### config.mk
export PLATFORM = sky130hd
export DESIGN_NAME = dmem_run_ctrl
export DESIGN_NICKNAME = d
export VERILOG_FILES = /design/src/rtl/dmem_run_ctrl_pkg.sv /design/src/rtl/dmem_sp_ram.sv /design/src/rtl/dmem_run_ctrl.sv
export SDC_FILE = /design/constraint.sdc
export NUM_CORES = 2
export LEC_CHECK = 0
export BUFFER_PORTS_ARGS = -buffer_cell sky130_fd_sc_hd__buf_4
export CORE_ASPECT_RATIO = 1.4
export CORE_MARGIN = 2
export CORE_UTILIZATION = 40
export DETAILED_ROUTE_END_ITERATION = 12
export PLACE_DENSITY_LB_ADDON = 0.08
export SLEW_MARGIN = 20
export SYNTH_ARGS = -nofsm -noshare
export SYNTH_HDL_FRONTEND = slang
export SYNTH_HIERARCHICAL = 1
export SYNTH_SLANG_ARGS = --single-unit
### constraint.sdc
create_clock -name CLK -period 8.6 [get_ports CLK]
set_clock_uncertainty 0.05 [all_clocks]
set_input_delay 0 -clock CLK [delete_from_list [all_inputs] [get_ports CLK]]
set_output_delay 0 -clock CLK [all_outputs]
set_load 0.005 [all_outputs]
### src/rtl/dmem_run_ctrl_pkg.sv
// Shared definitions for the data-memory / run controller.
package dmem_run_ctrl_pkg;

  // Run-controller states: host owns RAM in IDLE, core owns it in RUN.
  typedef enum logic {
    ST_IDLE = 1'b0,
    ST_RUN  = 1'b1
  } state_t;

  // MEMCtrl encoding from the core: 1 = write Ddout to DAddress, 0 = read only.
  localparam logic MEMCTRL_WR = 1'b1;
  localparam logic MEMCTRL_RD = 1'b0;

endpackage

### src/rtl/dmem_sp_ram.sv
// Single-port synchronous RAM, read-first, no reset on storage.
module dmem_sp_ram #(
  parameter int AW = 8,
  parameter int DW = 8
) (
  input  logic          clk,
  input  logic          we,
  input  logic [AW-1:0] addr,
  input  logic [DW-1:0] wdata,
  output logic [DW-1:0] rdata
);

  localparam int DEPTH = 2 ** AW;

  logic [DW-1:0] mem [DEPTH];

  // Write commits at the edge; the read returns the pre-write contents.
  always_ff @(posedge clk) begin
    if (we) mem[addr] <= wdata;
    rdata <= mem[addr];
  end

endmodule

### src/rtl/dmem_run_ctrl.sv
// Data RAM owner and host/core arbiter with run FSM and run-cycle counter.
module dmem_run_ctrl
  import dmem_run_ctrl_pkg::*;
#(
  parameter int AW    = 8,
  parameter int DW    = 8,
  parameter int CNT_W = 16
) (
  input  logic             CLK,
  input  logic             RST,
  input  logic             MEMCtrl,
  input  logic [AW-1:0]    DAddress,
  input  logic [DW-1:0]    Ddout,
  output logic [DW-1:0]    Ddin,
  input  logic             h_valid,
  input  logic             h_we,
  input  logic [AW-1:0]    h_addr,
  input  logic [DW-1:0]    h_wdata,
  output logic             h_ready,
  output logic             h_rvalid,
  output logic [DW-1:0]    h_rdata,
  input  logic             start,
  input  logic             done,
  output logic             proc_run,
  output logic [CNT_W-1:0] run_cycles
);

  state_t        state, state_nxt;
  logic          host_rd;
  logic          ram_we;
  logic [AW-1:0] ram_addr;
  logic [DW-1:0] ram_wdata;
  logic [DW-1:0] ram_q;
  logic          core_rd_q;
  logic          host_rd_q;
  logic [DW-1:0] ddin_hold;
  logic [DW-1:0] rdata_hold;

  // State register.
  always_ff @(posedge CLK) begin
    if (RST) state <= ST_IDLE;
    else     state <= state_nxt;
  end

  // Next state plus state-decoded handshake outputs.
  always_comb begin
    state_nxt = state;
    h_ready   = 1'b0;
    proc_run  = 1'b0;
    case (state)
      ST_IDLE: begin
        h_ready = 1'b1;
        if (start) state_nxt = ST_RUN;
      end
      ST_RUN: begin
        proc_run = 1'b1;
        if (done) state_nxt = ST_IDLE;
      end
      default: state_nxt = ST_IDLE;
    endcase
  end

  // Port mux: the owning side drives address, data and write enable.
  always_comb begin
    host_rd   = h_valid && h_ready && !h_we;
    ram_we    = 1'b0;
    ram_addr  = h_addr;
    ram_wdata = h_wdata;
    if (state == ST_RUN) begin
      ram_addr  = DAddress;
      ram_wdata = Ddout;
      ram_we    = (MEMCtrl == MEMCTRL_WR) && !RST;
    end else begin
      ram_we    = h_valid && h_we && !RST;
    end
  end

  dmem_sp_ram #(
    .AW (AW),
    .DW (DW)
  ) u_ram (
    .clk   (CLK),
    .we    (ram_we),
    .addr  (ram_addr),
    .wdata (ram_wdata),
    .rdata (ram_q)
  );

  // Run-cycle counter: cleared on start, saturating count of RUN cycles.
  always_ff @(posedge CLK) begin
    if (RST) begin
      run_cycles <= '0;
    end else if (state == ST_IDLE) begin
      if (start) run_cycles <= '0;
    end else if (run_cycles != '1) begin
      run_cycles <= run_cycles + CNT_W'(1);
    end
  end

  // Track which port the RAM output belongs to and hold each side's last value.
  always_ff @(posedge CLK) begin
    if (RST) begin
      core_rd_q  <= 1'b0;
      host_rd_q  <= 1'b0;
      ddin_hold  <= '0;
      rdata_hold <= '0;
    end else begin
      core_rd_q  <= (state == ST_RUN);
      host_rd_q  <= host_rd;
      ddin_hold  <= Ddin;
      rdata_hold <= h_rdata;
    end
  end

  // The shared RAM output register feeds both ports; each port shows it only
  // on the cycle after its own read and otherwise replays its held value.
  assign Ddin     = core_rd_q ? ram_q : ddin_hold;
  assign h_rdata  = host_rd_q ? ram_q : rdata_hold;
  assign h_rvalid = host_rd_q;

endmodule

After elaboration in Yosys (flattened, before gate mapping)

Memories as Yosys holds them, arrays and structs flattened. A register that Yosys moved wholly into a read port is not among the register bits.
Cells that the tools add are included.

Register bits: 35
Bits in writable memories: 2048
Input port bits: 39
Word-level logic and storage cells: 35
Memories: 1

Memories:

| memory    | depth | bits a word | read ports | clocked after memory_dff | write ports | RTL line          | RTL |
|---|---|---|---|---|---|---|---|
| u_ram.mem | 256   | 8           | 1          | 1                        | 1           | dmem_sp_ram.sv:15 | `logic [DW-1:0] mem [DEPTH];` |

Add/sub/neg operators: 1
Equal/unequal tests: 2
Muxes and demuxes: 15
Bitwise gates (word level): 1
Reduce and logical (&&, ||, !) cells: 9

Operators by type and width:

| kind                                                  | number |
|---|---|
| two-way mux 16 bit                                    | 3 |
| two-way mux 8 bit                                     | 4 |
| adder 16 x 1 -> 16 bit, second input constant         | 1 |
| inequality test 16 bit, second input constant         | 1 |
| two-way mux 1 bit                                     | 7 |
| logical AND 1 bit                                     | 5 |
| logical NOT 1 bit                                     | 2 |
| inequality test 2 x 1 -> 1 bit, second input constant | 1 |
| case mux 1 bit (2 select lines)                       | 1 |
| AND reduction 2 bit                                   | 1 |
| nonzero test 2 bit                                    | 1 |
| NOT 1 bit                                             | 1 |

Depth between registers and ports, before layout

Word-level depth: 5
Gate-level depth with buffers: 13

Cells and area by module

Netlist, hierarchy kept.

By module, submodules not included:

| module        | instances | cells each | area an instance (µm²) |
|---|---|---|---|
| dmem_sp_ram   | 1         | 3547       | 78492.8 |
| dmem_run_ctrl | 1         | 185        | 1794.2 |

Least setup slack after synthesis

Ideal clock, no wire load.

Path kind: register to register
From: reg state
To: mem u_ram.mem[112][0], enable pin
Setup time: 370 ps
Data arrival time: 3238 ps
Data required time: 8180 ps
Slack: 4942 ps
Stages on the path, launching flop included: 11
Path buffers: 6
Path through: dfxtp_1 clkbuf_1 buf_1 mux2_2 buf_2 nor2_1 clkbuf_1 clkbuf_1 nand3_1 clkbuf_1 nor2_1

Elaborated cells on any way between the ends: 4

RTL lines:

| what                   | RTL line            | RTL |
|---|---|---|
| start, declared        | dmem_run_ctrl.sv:28 | `state_t state, state_nxt;` |
| start signal, assigned | dmem_run_ctrl.sv:42 | `else state <= state_nxt;` |
| two-way mux 8 bit      | dmem_run_ctrl.sv:69 | `if (state == ST_RUN) begin` |
| named net ram_addr[2]  | dmem_run_ctrl.sv:31 | `logic [AW-1:0] ram_addr;` |
| end, declared          | dmem_sp_ram.sv:15   |  |

The timed path passes the listed nets, and every way through them passes these cells.

Worst setup path in the final report

From: reg state
To: reg u_ram.rdata[1], read port of u_ram.mem

Longest elaborated chain between the ends: 1

Ends and longest elaborated chain:

| what                  | RTL line            | RTL |
|---|---|---|
| two-way mux 8 bit     | dmem_run_ctrl.sv:69 |  |
| named net ram_addr[0] | dmem_run_ctrl.sv:31 |  |
| end, declared         | dmem_sp_ram.sv:10   | `output logic [DW-1:0] rdata` |

The timed path passes the listed nets, and every way through them passes these cells.
A chain may end at the register's enable or synchronous reset.

==> impl_metrics.json <==
{
  "finalCriticalPeriod_ns": 5.52,
  "start_kind": "flop",
  "synth_seq_area_share_pct": 77.7,
  "yosysWarningCount": 6,
  "crit_slowest_cell": "o41ai_1",
  "critPathMostFrequentCell": "buf_4",
  "synth.avg_cell_area_um2": 21.5,
  "grt_pass1_wl_um": 310000,
  "p_per_area_mw_per_mm2": 236,
  "leakagePower_uw": 0.0275,
  "yosysTopAreaCellShare_pct": 76.6,
  "cp_num_buf_inv": 3,
  "synth_most_common_cell": "edfxtp_1",
  "ys_top_cells_by_area": "edfxtp_1, mux4_2, a22oi_1, nor2_1, dfxtp_1",
  "cts-root-buf": "clkbuf_16",
  "synth_area_mm2": 0.0803,
  "ant_nets": 0,
  "cts_tree": "yes",
  "coreArea_mm2": 0.200,
  "pin_count": 74,
  "clk_pin_slew_ns": 0.06,
  "vias": 38500,
  "ys_types": 49,
  "clk_latency_ns": 0.85,
  "area_growth_pct": 13.0,
  "vias_per_cell": 5.73,
  "cp-end-kind": "flop",
  "cts_resized": 0,
  "status": "complete, no violations",
  "cp_data_arrival_time_ns": 6.12,
  "die_h_um": 534,
  "drt_iter0_drc": 3694,
  "relSlewSlack_pct": 17.3,
  "wl_um": 219000,
  "max-cap-violations": 0,
  "gr-total-overflow": 0,
  "hpwl_um": 127000,
  "syn_inst": 3732,
  "place.gp.congestion": 0.789,
  "max_freq_mhz": 181,
  "io_buffers": 73,
  "grt_max_degree": 175,
  "fill_cells": 16900,
  "rows": 194,
  "track_usage_pct": 21.3,
  "avgRoutedWirePerCell_um": 32.5,
  "final_cells": 6719,
  "ys_top_cells_by_count": "edfxtp_1, mux4_2, a22oi_1",
  "synth_ff_type": "edfxtp_1",
  "crit_fanout": 47,
  "critical-path-top-delay-family": "buffers and inverters",
  "worstMarginPinSlew_ns": 1.22,
  "cts_buffers": 207,
  "clkSinkCount": 2091,
  "crit_chain": "mux2_8 > buf_4 > buf_4 > mux4_2 > a22oi_1 > a21oi_1 > o41ai_1 > buf_4 > nand4_1",
  "fin_crit_sh_pct": 64.1,
  "cts_setup_buffers": 0,
  "synth_seq_cells": 2091,
  "seqCellArea_mm2": 0.0624,
  "cp_slowest_stage_delay_ns": 1.07,
  "peakVddDrop_uv": 161,
  "yosys.area.top_type": "edfxtp_1",
  "critical_path_required_ns": 9.20,
  "hold_class": "input port to flop",
  "nNetsFinal": 3952,
  "timing.setup.tns_ns": 0,
  "dp_cells": 6321,
  "antenna_found_initial": 9,
  "drc": 0,
  "initial_core_util_pct": 40.2,
  "drv_slew": 0,
  "grt_most_used_layer": "met2",
  "cts.htree.levels": 4,
  "async_reset_ff_share_pct": 0,
  "drive_above_1_share_pct": 25.6,
  "clock_path_buffers": 4,
  "grt_pass1_vias": 40300,
  "drt_pass1_iterations": 6,
  "rsz0062_at_grt": "false",
  "hold_violations": 0,
  "holdBufCountCts": 28,
  "synth-edff-count": 2048,
  "syn-num-nets": 3772,
  "path_class": "flop to flop",
  "grtUsageMet1_pct": 27.9,
  "fp.dieArea_mm2": 0.204,
  "finalSetupViolCount": 0,
  "die_w_um": 383,
  "grtUsageMet2_pct": 36.9,
  "grtUsageMet3_pct": 2.75,
  "multi_input_area_mm2": 0.0171
}
==> registers in the layout, indices dropped and copies added, names as in the netlist <==
| signal | flops |
|---|---|
| core_rd_q | 1 |
| run_cycles | 16 |
| u_ram/rdata | 8 |
| h_rvalid | 1 |
| u_ram/mem | 2048 |
| ddin_hold | 8 |
| state | 1 |
| rdata_hold | 8 |
==> power by group <==
part,leakage [uW],internal [uW],switching (uW)
clock,0.00300,4590,3760
combinational,0.00579,565,1090
sequential,0.0188,11300,29.7
==> layout make-up <==
class	instances	share of cell area (%)
repair buffers	211	2.02
clock buffers	258	6.02
clock inverters	109	0.674
diodes	3	0.00827
well taps	2646	3.65
multi-input cells	1397	18.9
flip-flops and latches	2091	68.7
inverters	4	0.0165
==> kinds of logic (layout without fill, tap and decap cells) <==
logic type                 Yosys count  after routing  share of synthesized area [%]
DFF                               2091           2091                           77.7
muxes                              546            546                           14.8
AOI/OAI and AO/OA                  447            447                           3.80
and+or+nand+nor                    403            403                           2.26
buffers and inverters              244            582                           1.42
adders and majority gates            1              1                         0.0156
other                                0              3                              0
==> metrics by stage <==
stage | hold slack (ns) | power, uW | util, % | cell area [um^2] | setup WS, ns
floorplan | 0.0293 | 12600 | - | 80300 | 4.94
global placement | 0.151 | 13200 | 42.2 | 84300 | 2.69
detailed placement | 0.150 | 13300 | 42.3 | 84300 | 3.03
CTS | 0.0106 | 21700 | 45.5 | 90700 | 3.02
global route | 0.0340 | 22100 | 45.5 | 90700 | 2.85
finish | 0.00332 | 21400 | 45.5 | 90700 | 3.08
==> final timing paths <==
path | depth (start not counted) | startpoint | endpoint | slack [ns]
setup / recovery | 9 | state$_SDFF_PP0_ | u_ram/rdata[1]$_DFF_P_ | 3.08
hold / removal | 2 | h_wdata[6] | u_ram/mem[67][6]$_DFFE_PP_ | 0.003
setup reg to reg | 9 | state$_SDFF_PP0_ | u_ram/rdata[1]$_DFF_P_ | 3.08
hold reg to reg | 1 | run_cycles[6]$_SDFFE_PP0P_ | run_cycles[6]$_SDFFE_PP0P_ | 0.46
==> placed cells by master (no fill, tap or decap), types with 40 or more instances in the layout <==
master / Yosys / final
buf_4: 16 / 170
dfxtp_1: 43 / 42
clkinv_2: 0 / 40
mux4_2: 512 / 512
nor2_1: 238 / 232
a21oi_1: 136 / 136
a22oi_1: 256 / 256
clkbuf_16: 0 / 208
edfxtp_1: 2048 / 2048
clkinv_1: 0 / 58
clkbuf_1: 152 / 43
==> layer usage <==
metal / wire length [um] / share of wire (%)
met4: 7110 / 3.3
met5: 0 / 0
met1: 88100 / 40
met2: 113000 / 52
met3: 10100 / 4.6
Power figures use the tool's default switching activity.
